**src/rtl/bus_term_pkg.sv**
```systemverilog
// Shared types and defaults for the bus terminal buffer.
// Packet layout: destination ID in the top ID_W bits, payload below.
package bus_term_pkg;

  localparam int PCKG_SZ_D = 16;
  localparam int DEPTH_D   = 8;
  localparam int ID_W_D    = 8;

  typedef struct packed {
    logic [ID_W_D-1:0]           id;
    logic [PCKG_SZ_D-ID_W_D-1:0] payload;
  } pkt_t;

  function automatic int cnt_w(input int depth);
    return $clog2(depth + 1);
  endfunction

endpackage

```
**src/rtl/sync_fwft_fifo.sv**
```systemverilog
// First-word fall-through FIFO with a separate occupancy count.
// Emits single-cycle overflow/underflow pulses for the owner to latch.
module sync_fwft_fifo
  import bus_term_pkg::*;
#(
  parameter int W     = 16,
  parameter int DEPTH = 8
) (
  input  logic                    clk,
  input  logic                    rst,
  input  logic                    wr,
  input  logic [W-1:0]            wdata,
  input  logic                    rd,
  output logic [W-1:0]            rdata,
  output logic                    nempty,
  output logic                    full,
  output logic [cnt_w(DEPTH)-1:0] cnt,
  output logic                    acc,
  output logic                    ovf_p,
  output logic                    udf_p
);

  localparam int AW = $clog2(DEPTH);
  localparam int CW = cnt_w(DEPTH);

  logic [W-1:0]  mem [DEPTH];
  logic [AW-1:0] wp, rp;
  logic          empty, rd_ok;

  assign empty  = (cnt == '0);
  assign full   = (cnt == CW'(DEPTH));
  assign nempty = !empty;

  // A read while full frees a slot in the same cycle.
  assign rd_ok = rd && !empty;
  assign acc   = wr && (!full || rd);
  assign ovf_p = wr && full && !rd;
  assign udf_p = rd && empty;

  assign rdata = empty ? '0 : mem[rp];

  always_ff @(posedge clk or posedge rst) begin
    if (rst) begin
      wp  <= '0;
      rp  <= '0;
      cnt <= '0;
    end else begin
      if (acc)   wp <= wp + 1'b1;
      if (rd_ok) rp <= rp + 1'b1;
      unique case ({acc, rd_ok})
        2'b10:   cnt <= cnt + 1'b1;
        2'b01:   cnt <= cnt - 1'b1;
        default: ;
      endcase
    end
  end

  always_ff @(posedge clk) begin
    if (acc) mem[wp] <= wdata;
  end

endmodule

```
**src/rtl/bus_term_fifo.sv**
```systemverilog
// Per-terminal TX/RX buffer between host and one bus arbiter port.
// Optional destination-ID check enabled by BUS_TERM_ID_CHECK_EN.
module bus_term_fifo
  import bus_term_pkg::*;
#(
  parameter int PCKG_SZ = PCKG_SZ_D,
  parameter int DEPTH   = DEPTH_D,
  parameter int ID_W    = ID_W_D,
  parameter int TERM_ID = 0
) (
  input  logic                    clk,
  input  logic                    reset,
  input  logic                    wr_en,
  input  logic [PCKG_SZ-1:0]      wr_data,
  output logic                    tx_full,
  output logic [cnt_w(DEPTH)-1:0] tx_cnt,
  output logic                    pndng,
  output logic [PCKG_SZ-1:0]      D_pop,
  input  logic                    pop,
  input  logic                    push,
  input  logic [PCKG_SZ-1:0]      D_push,
  input  logic                    rx_rd,
  output logic [PCKG_SZ-1:0]      rx_data,
  output logic                    rx_vld,
  output logic [cnt_w(DEPTH)-1:0] rx_cnt,
  output logic                    ovf,
  output logic                    udf,
  output logic                    id_err,
  input  logic                    err_clr
);

  logic tx_acc, tx_ovf, tx_udf;
  logic rx_acc, rx_ovf, rx_udf;
  logic rx_full;

  sync_fwft_fifo #(.W(PCKG_SZ), .DEPTH(DEPTH)) u_tx (
    .clk   (clk),
    .rst   (reset),
    .wr    (wr_en),
    .wdata (wr_data),
    .rd    (pop),
    .rdata (D_pop),
    .nempty(pndng),
    .full  (tx_full),
    .cnt   (tx_cnt),
    .acc   (tx_acc),
    .ovf_p (tx_ovf),
    .udf_p (tx_udf)
  );

  sync_fwft_fifo #(.W(PCKG_SZ), .DEPTH(DEPTH)) u_rx (
    .clk   (clk),
    .rst   (reset),
    .wr    (push),
    .wdata (D_push),
    .rd    (rx_rd),
    .rdata (rx_data),
    .nempty(rx_vld),
    .full  (rx_full),
    .cnt   (rx_cnt),
    .acc   (rx_acc),
    .ovf_p (rx_ovf),
    .udf_p (rx_udf)
  );

  logic unused_acc;
  assign unused_acc = tx_acc ^ rx_full;

  // Set wins over err_clr in the same cycle.
  always_ff @(posedge clk or posedge reset) begin
    if (reset) begin
      ovf <= 1'b0;
      udf <= 1'b0;
    end else begin
      ovf <= tx_ovf | rx_ovf | (ovf & ~err_clr);
      udf <= tx_udf | rx_udf | (udf & ~err_clr);
    end
  end

`ifdef BUS_TERM_ID_CHECK_EN
  logic id_set;
  assign id_set = rx_acc &&
    (D_push[PCKG_SZ-1 -: ID_W] != ID_W'(TERM_ID));

  always_ff @(posedge clk or posedge reset) begin
    if (reset) id_err <= 1'b0;
    else       id_err <= id_set | (id_err & ~err_clr);
  end
`else
  logic unused_id;
  assign unused_id = ^{rx_acc, ID_W'(TERM_ID)};
  assign id_err    = 1'b0;
`endif

endmodule

```
**config.mk**
```make
export PLATFORM = sky130hd
export DESIGN_NAME = bus_term_fifo
export DESIGN_NICKNAME = d
export VERILOG_FILES = /design/src/rtl/bus_term_pkg.sv /design/src/rtl/sync_fwft_fifo.sv /design/src/rtl/bus_term_fifo.sv
export SDC_FILE = /design/constraint.sdc
export NUM_CORES = 1
export LEC_CHECK = 0
export CAP_MARGIN = 10
export CORE_UTILIZATION = 50
export DETAILED_ROUTE_END_ITERATION = 8
export HOLD_SLACK_MARGIN = 0.08
export PLACE_DENSITY = 0.73
export SKIP_CTS_REPAIR_TIMING = 1
export SLEW_MARGIN = 20
export SYNTH_ARGS = -nofsm -noshare
export SYNTH_HDL_FRONTEND = slang
export SYNTH_SLANG_ARGS = --single-unit
```
**constraint.sdc**
```tcl
create_clock -name clk -period 3.1 [get_ports clk]
set_input_delay 0.465 -clock clk [delete_from_list [all_inputs] [get_ports clk]]
set_output_delay 0.465 -clock clk [all_outputs]
set_load 0.02 [all_outputs]
```
==> flow_summary.yaml, run 1 <==
sta:
  hold_viol: 0
  max_freq_mhz: 331
  finalCritPeriodShare: 0.974
  worst_slew_pin_slew_ns: 0.830
  clock_skew_ns: 0.0217
  finalMaxSlewViolations: 0
  min_period_ns: 3.02
  setup_repair_after_global_routing_missed_its_margin: "no"
  final_setup_violations: 0
  slew_headroom: 0.446
yosys:
  netlist_top_cells_area: "edfxtp_1 (70%), mux4_2 (13%), dfrtp_1 (5.0%)"
  postSynth.asyncResetShare: 0.0791
  synth.ff_latch_count: 278
  synthDistinctLibCells: 42
  synth_enable_flop_cells: 256
  synth_largest_area_cell: "edfxtp_1"
  yosys_warnings: 0
  post_synth.cell_area_avg_um2: 20.5
  synth_top_flop_cell: "edfxtp_1"
  synth_largest_type_area_fraction: 0.698
  postSynthCellCount: 537
  synth_seq_area_share: 0.748
  synthesis.area_mm2: 0.0110
  syn_nets: 586
detailed_routing:
  met2_wirelength_mm: 10.4
  initialDrtViolationCount: 352
  detail_route.drc_violations: 0
  routedLengthMet1_mm: 8.79
  drt_pre_antenna_iters: 4
  route.detailed.wl_per_inst_um: 22.0
  routed-via-count: 5386
  post_drt_antenna_nets: 0
  topRoutingLayerUsed: "met4"
  drt-vias-per-instance: 5.68
  route.final.wire_length_mm: 20.9
  met3_wirelength_mm: 1.24
worst_hold_path:
  hold_path.class: "in -> async"
cts:
  cts-root-to-sink-buffers: 3
  clk_transition_reported_paths_ns: 0.06
  cts_made_buffers: 28
  root_buffer: "clkbuf_16"
  worstSkewPairLatency_ns: 0.55
  tritoncts_num_sinks: 278
  clock_tree_from_tritoncts: "yes"
  ctsHtreeMaxLevel: 1
status:
  status: "finished clean"
power_and_ir_drop:
  p_per_area_mw_per_mm2: 995
  p_leak_nw: 4.56
  peakVddDrop_mv: 0.706
  total_power_mw: 13.2
final_layout:
  post-route-util: 0.624
  antenna_cell_count: 0
  syn2layout_area_growth_pct: 20.7
  final_layout_size_suffix_gt1_frac: 0.238
  final_nets: 701
setup_path:
  timing.rr.end: "u_tx.cnt[3]"
  worstSetupPathType: "reg -> out"
  worst-r2r-setup-slack_ns: 0.34
  crit_path_end_kind: "primary output"
  cp_data_required_time_ns: 2.63
  origin_of_the_critical_flop_to_flop_path: "u_tx.cnt[0]"
  worst-path-max-fanout: 12
  worst_setup_path_start_kind: "flop"
  ff2ff_path_depth: 8
  timing.critical_path.arrival_ns: 2.55
floorplan:
  start_util: 0.517
  floorplan.rows: 53
  floorplan.die_area_mm2: 0.0226
  die_h_um: 150
  ioPinCount: 85
  floorplan.core_area_mm2: 0.0213
  die_width_um: 150
job:
  maxCapViolations: 0
grt:
  grt_usage: 0.190
  pin_count_of_the_biggest_net_entering_global_routing: 35
  antenna_found_initial: 0
  grt_pass1_vias: 5657
  grt_overflow: 0
  grt_pass1_wl_mm: 31.7
placement:
  detailedPlacementHpwl_mm: 11.9
  finalWeightedCongestion: 0.759
  port_buffers: 83
## cells by family (layout without fill, tap and decap cells)
group           after synthesis  after routing  synth area share
mux                         102            102             0.166
other cells                   1              1          0.000341
compound gates               13             13           0.00784
fa+ha+maj                    10             10            0.0114
simple gates                 81             81            0.0369
buf+inv                      34            170            0.0145
flops                       278            278             0.748
xor+xnor                     18             18            0.0143
## critical path: stages, from the launching register on
cell and delay, ns:
dfrtp_2 0.47, buf_12 0.19, mux4_2 0.50, mux2i_1 0.21, nor2_1 0.08, clkdlybuf4s50_1 0.56
## synthesized netlist by cell type, drive strengths merged, types with 7 or more instances
cell type	instances
dfrtp	22
inv	7
edfxtp	256
buf	17
nor2	45
ha	10
nand2	10
nor3	8
mux4	64
xnor2	8
clkbuf	10
xor2	10
mux2i	33
## how the worst max path moves through the flow
stage | startpoint | end | slack [ns] | cells after the start
2_1_floorplan | u_tx.cnt[1] | u_tx.mem[0][0] | 0.03 | 5
3_3_place_gp | u_tx.cnt[2] | u_tx.cnt[2] | 0.49 | 10
3_5_place_dp | u_tx.cnt[0] | u_tx.cnt[2] | 0.40 | 10
4_1_cts | u_tx.rp[0] | D_pop[6] | -0.02 | 5
5_1_grt | u_tx.rp[0] | D_pop[6] | 0.01 | 5
6_report | u_rx.rp[0] | rx_data[7] | 0.08 | 5
## per-layer routing
metal / GRT usage / vias to the layer above
met2: 0.315 / 164
li1: - / 2383
met1: 0.259 / 2802
met3: 0.0355 / 37
met5: 0 / -
met4: 0.0576 / 0
## through the flow
step | setup slack [ns] | hold WS [ns] | TNS (ns) | instance area, um^2 | std cells
floorplan | 0.0318 | 0.454 | 0 | 11000 | 537
global placement | 0.490 | 0.511 | 0 | 12300 | 895
detailed placement | 0.401 | 0.546 | 0 | 12300 | 895
CTS | -0.0186 | 0.435 | -0.0219 | 13200 | 946
global route | 0.0104 | 0.497 | 0 | 13300 | 948
finish | 0.0805 | 0.407 | 0 | 13300 | 948
## final cells by class
| class | instances | area [um^2] |
|---|---|---|
| inverter | 7 | 26.3 |
| fill | 1435 | 8000 |
| multi-input combinational | 225 | 2680 |
| sequential | 278 | 8240 |
| clock buffer | 31 | 712 |
| clock inverter | 20 | 160 |
| tap | 275 | 344 |
| timing repair buffer | 112 | 1130 |
## flip-flops by register name, summed over array words and instances, names as in the netlist
name      count
ovf           1
u_rx.cnt      4
u_rx.mem    128
u_rx.rp       3
u_rx.wp       3
u_tx.cnt      4
u_tx.mem    128
u_tx.rp       3
u_tx.wp       3
udf           1
## power breakdown
part / internal [mW] / switching, mW
Clock: 1.82 / 1.34
Sequential: 4.77 / 0.387
Combinational: 2.42 / 2.49
Total: 9.01 / 4.21
## layout by cell type (no fill, tap or decap), types with 9 or more instances in the layout
cell             count
xor2_1              10
buf_4               23
mux2i_1             31
clkbuf_16           30
clkinv_2             9
dfrtp_1             20
mux4_2              64
ha_1                10
clkdlybuf4s50_1     78
nor2_1              44
nand2_1             10
edfxtp_1           256
Power figures use the tool's default switching activity.
==> inputs of run 2 (changes only) <==
--- a/constraint.sdc
+++ b/constraint.sdc
@@ -3,2 +3,2 @@
 set_output_delay 0.465 -clock clk [all_outputs]
-set_load 0.02 [all_outputs]
+set_load 0.01 [all_outputs]
==> flow_summary.yaml, run 2 (synthesis results as in run 1) <==
placement:
  port_buffers: 83
  dpl_cell_area_mm2: 0.0124
  pre_cts_slack_ns: 0.413
  detailedPlacementHpwl_mm: 12.3
  finalWeightedCongestion: 0.806
  dp_cells: 897
floorplan:
  floorplan.rows: 53
  ioPinCount: 85
  floorplan.die_area_mm2: 0.0226
  die_h_um: 150
  start_util: 0.517
  floorplan.core_area_mm2: 0.0213
  die_width_um: 150
power_and_ir_drop:
  share_comb_of_total_power: 0.349
  p_leak_nw: 4.59
  seqPwrFrac: 0.392
  p_per_area_mw_per_mm2: 984
  cell_internal_power_dissipation_mw: 9.31
  peakVddDrop_mv: 0.554
  netSwitchingPower_mw: 3.89
  clkPwrFrac: 0.259
  power.switching_fraction: 0.295
final_layout:
  number_of_cells_in_the_finished_layout_apart_from_fillers: 961
  regArea_mm2: 0.00825
  antenna_cell_count: 0
  syn2layout_area_growth_pct: 21.9
  final_layout_size_suffix_gt1_frac: 0.248
  final_design_area_no_fill_mm2: 0.0134
  layout_top_registers: "u_rx.mem (128), u_tx.mem (128)"
  post-route-util: 0.630
  mostFrequentLayoutCell: "edfxtp_1"
  num-fill-cells: 1427
  final_nets: 713
  layout_common_cells: "edfxtp_1 (256), clkdlybuf4s50_1 (83), mux4_2 (64)"
  multi_input_area_mm2: 0.00267
sta:
  slew_headroom: 0.394
  timing.final.ws_setup_ns: 0.0893
  max_freq_mhz: 332
  clock_skew_ns: 0.00945
  min_period_ns: 3.01
  final_setup_violations: 0
  hold_viol: 0
  finalCritPeriodShare: 0.971
  worst_slew_pin_slew_ns: 0.908
  finalMaxSlewViolations: 0
detailed_routing:
  drt_pre_antenna_iters: 4
  route.detailed.wl_per_inst_um: 22.1
  drt-vias-per-instance: 5.66
  routed-via-count: 5438
  post_drt_antenna_nets: 0
  detail_route.drc_violations: 0
  route.final.wire_length_mm: 21.2
  initialDrtViolationCount: 321
cts:
  cts_made_buffers: 28
  worstSkewPairLatency_ns: 0.54
  cts-root-to-sink-buffers: 3
  tritoncts_num_sinks: 278
  clk_transition_reported_paths_ns: 0.06
  root_buffer: "clkbuf_16"
  ctsHtreeMaxLevel: 1
  clock_tree_from_tritoncts: "yes"
status:
  status: "finished clean"
setup_path:
  slowest_stage: "dfrtp_4"
  timing.critical_path.slowest_cell_delay_ns: 0.56
  timing.critical_path.arrival_ns: 2.55
  worst-path-buf-inv: 2
  worst-path-max-fanout: 13
  cpLargestDelayFamily: "buffers and inverters"
  cp_data_required_time_ns: 2.63
  worstSetupPathType: "reg -> out"
  crit_chain: "buf_4 > mux4_2 > mux2i_1 > nor2_1 > clkdlybuf4s50_1"
  crit_path_end_kind: "primary output"
  worst_setup_path_start_kind: "flop"
grt:
  pin_count_of_the_biggest_net_entering_global_routing: 35
  grt_overflow: 0
  grt_usage: 0.194
  antenna_found_initial: 0
  grt_pass1_vias: 5612
  grt_pass1_wl_mm: 32.3
worst_hold_path:
  hold_path.class: "in -> async"
job:
  maxCapViolations: 0
[run 2: cell count changes in the layout (fill, tap and decap cells not counted), sizes merged]
cell | before | now
clkbuf | 33 | 34
inv | 7 | 8
clkinvlp | 1 | 3
buf | 27 | 41
clkdlybuf4s50 | 78 | 83
clkinv | 17 | 10
dlymetal6s2s | 5 | 0
bufinv | 2 | 4
[run 2: final cells by class]
cell class	instances	share of cell area
timing repair buffer	124	0.0886
multi-input combinational	225	0.199
clock buffer	34	0.0555
sequential	278	0.614
tap	275	0.0256
clock inverter	18	0.0151
inverter	7	0.00196
[run 2: final timing paths]
| path | start | endpoint | slack (ns) | depth (start not counted) |
|---|---|---|---|---|
| max in group asynchronous | reset | u_rx.rp[0] | 2.00 | 2 |
| min reg2reg | udf | udf | 0.56 | 2 |
| min in group clk | udf | udf | 0.56 | 2 |
| max | u_tx.rp[0] | D_pop[9] | 0.09 | 5 |
| min | reset | u_rx.cnt[0] | 0.43 | 2 |
| max reg2reg | u_tx.cnt[0] | u_tx.cnt[2] | 0.38 | 10 |
[run 2: power by group through the flow]
stage	Combinational, mW	Clock, mW	Sequential, mW
finish	4.61	3.41	5.18
global route	4.97	3.60	5.24
CTS	4.53	3.46	5.22
detailed placement	4.49	0	5.28
global placement	4.42	0	5.22
floorplan	2.73	0	5.09
[run 2: metal layers]
layer | vias up | track usage | wire length, um
li1 | 2415 | - | -
met1 | 2818 | 0.267 | 8810
met2 | 171 | 0.325 | 10800
met3 | 34 | 0.0306 | 1110
met4 | 0 | 0.0510 | 469
met5 | - | 0 | 0
[run 2: stage by stage]
step           power, mW  hold WS (ns)  setup TNS [ns]
6_report            13.2         0.435               0
5_1_grt             13.8         0.547        -0.00123
4_1_cts             13.2         0.455           -1.16
3_5_place_dp        9.77         0.555               0
3_3_place_gp        9.63         0.510               0
2_1_floorplan       7.82         0.454               0
[run 2: worst register-to-register path, cell delays in order, from the launching register on]
cell	delay (ns)
dfrtp_1	0.48
or4b_1	0.60
o21a_1	0.25
inv_2	0.18
ha_1	0.28
xor2_1	0.10
ha_1	0.20
a21oi_1	0.15
xor2_1	0.15
nor2_1	0.07
xor2_1	0.14
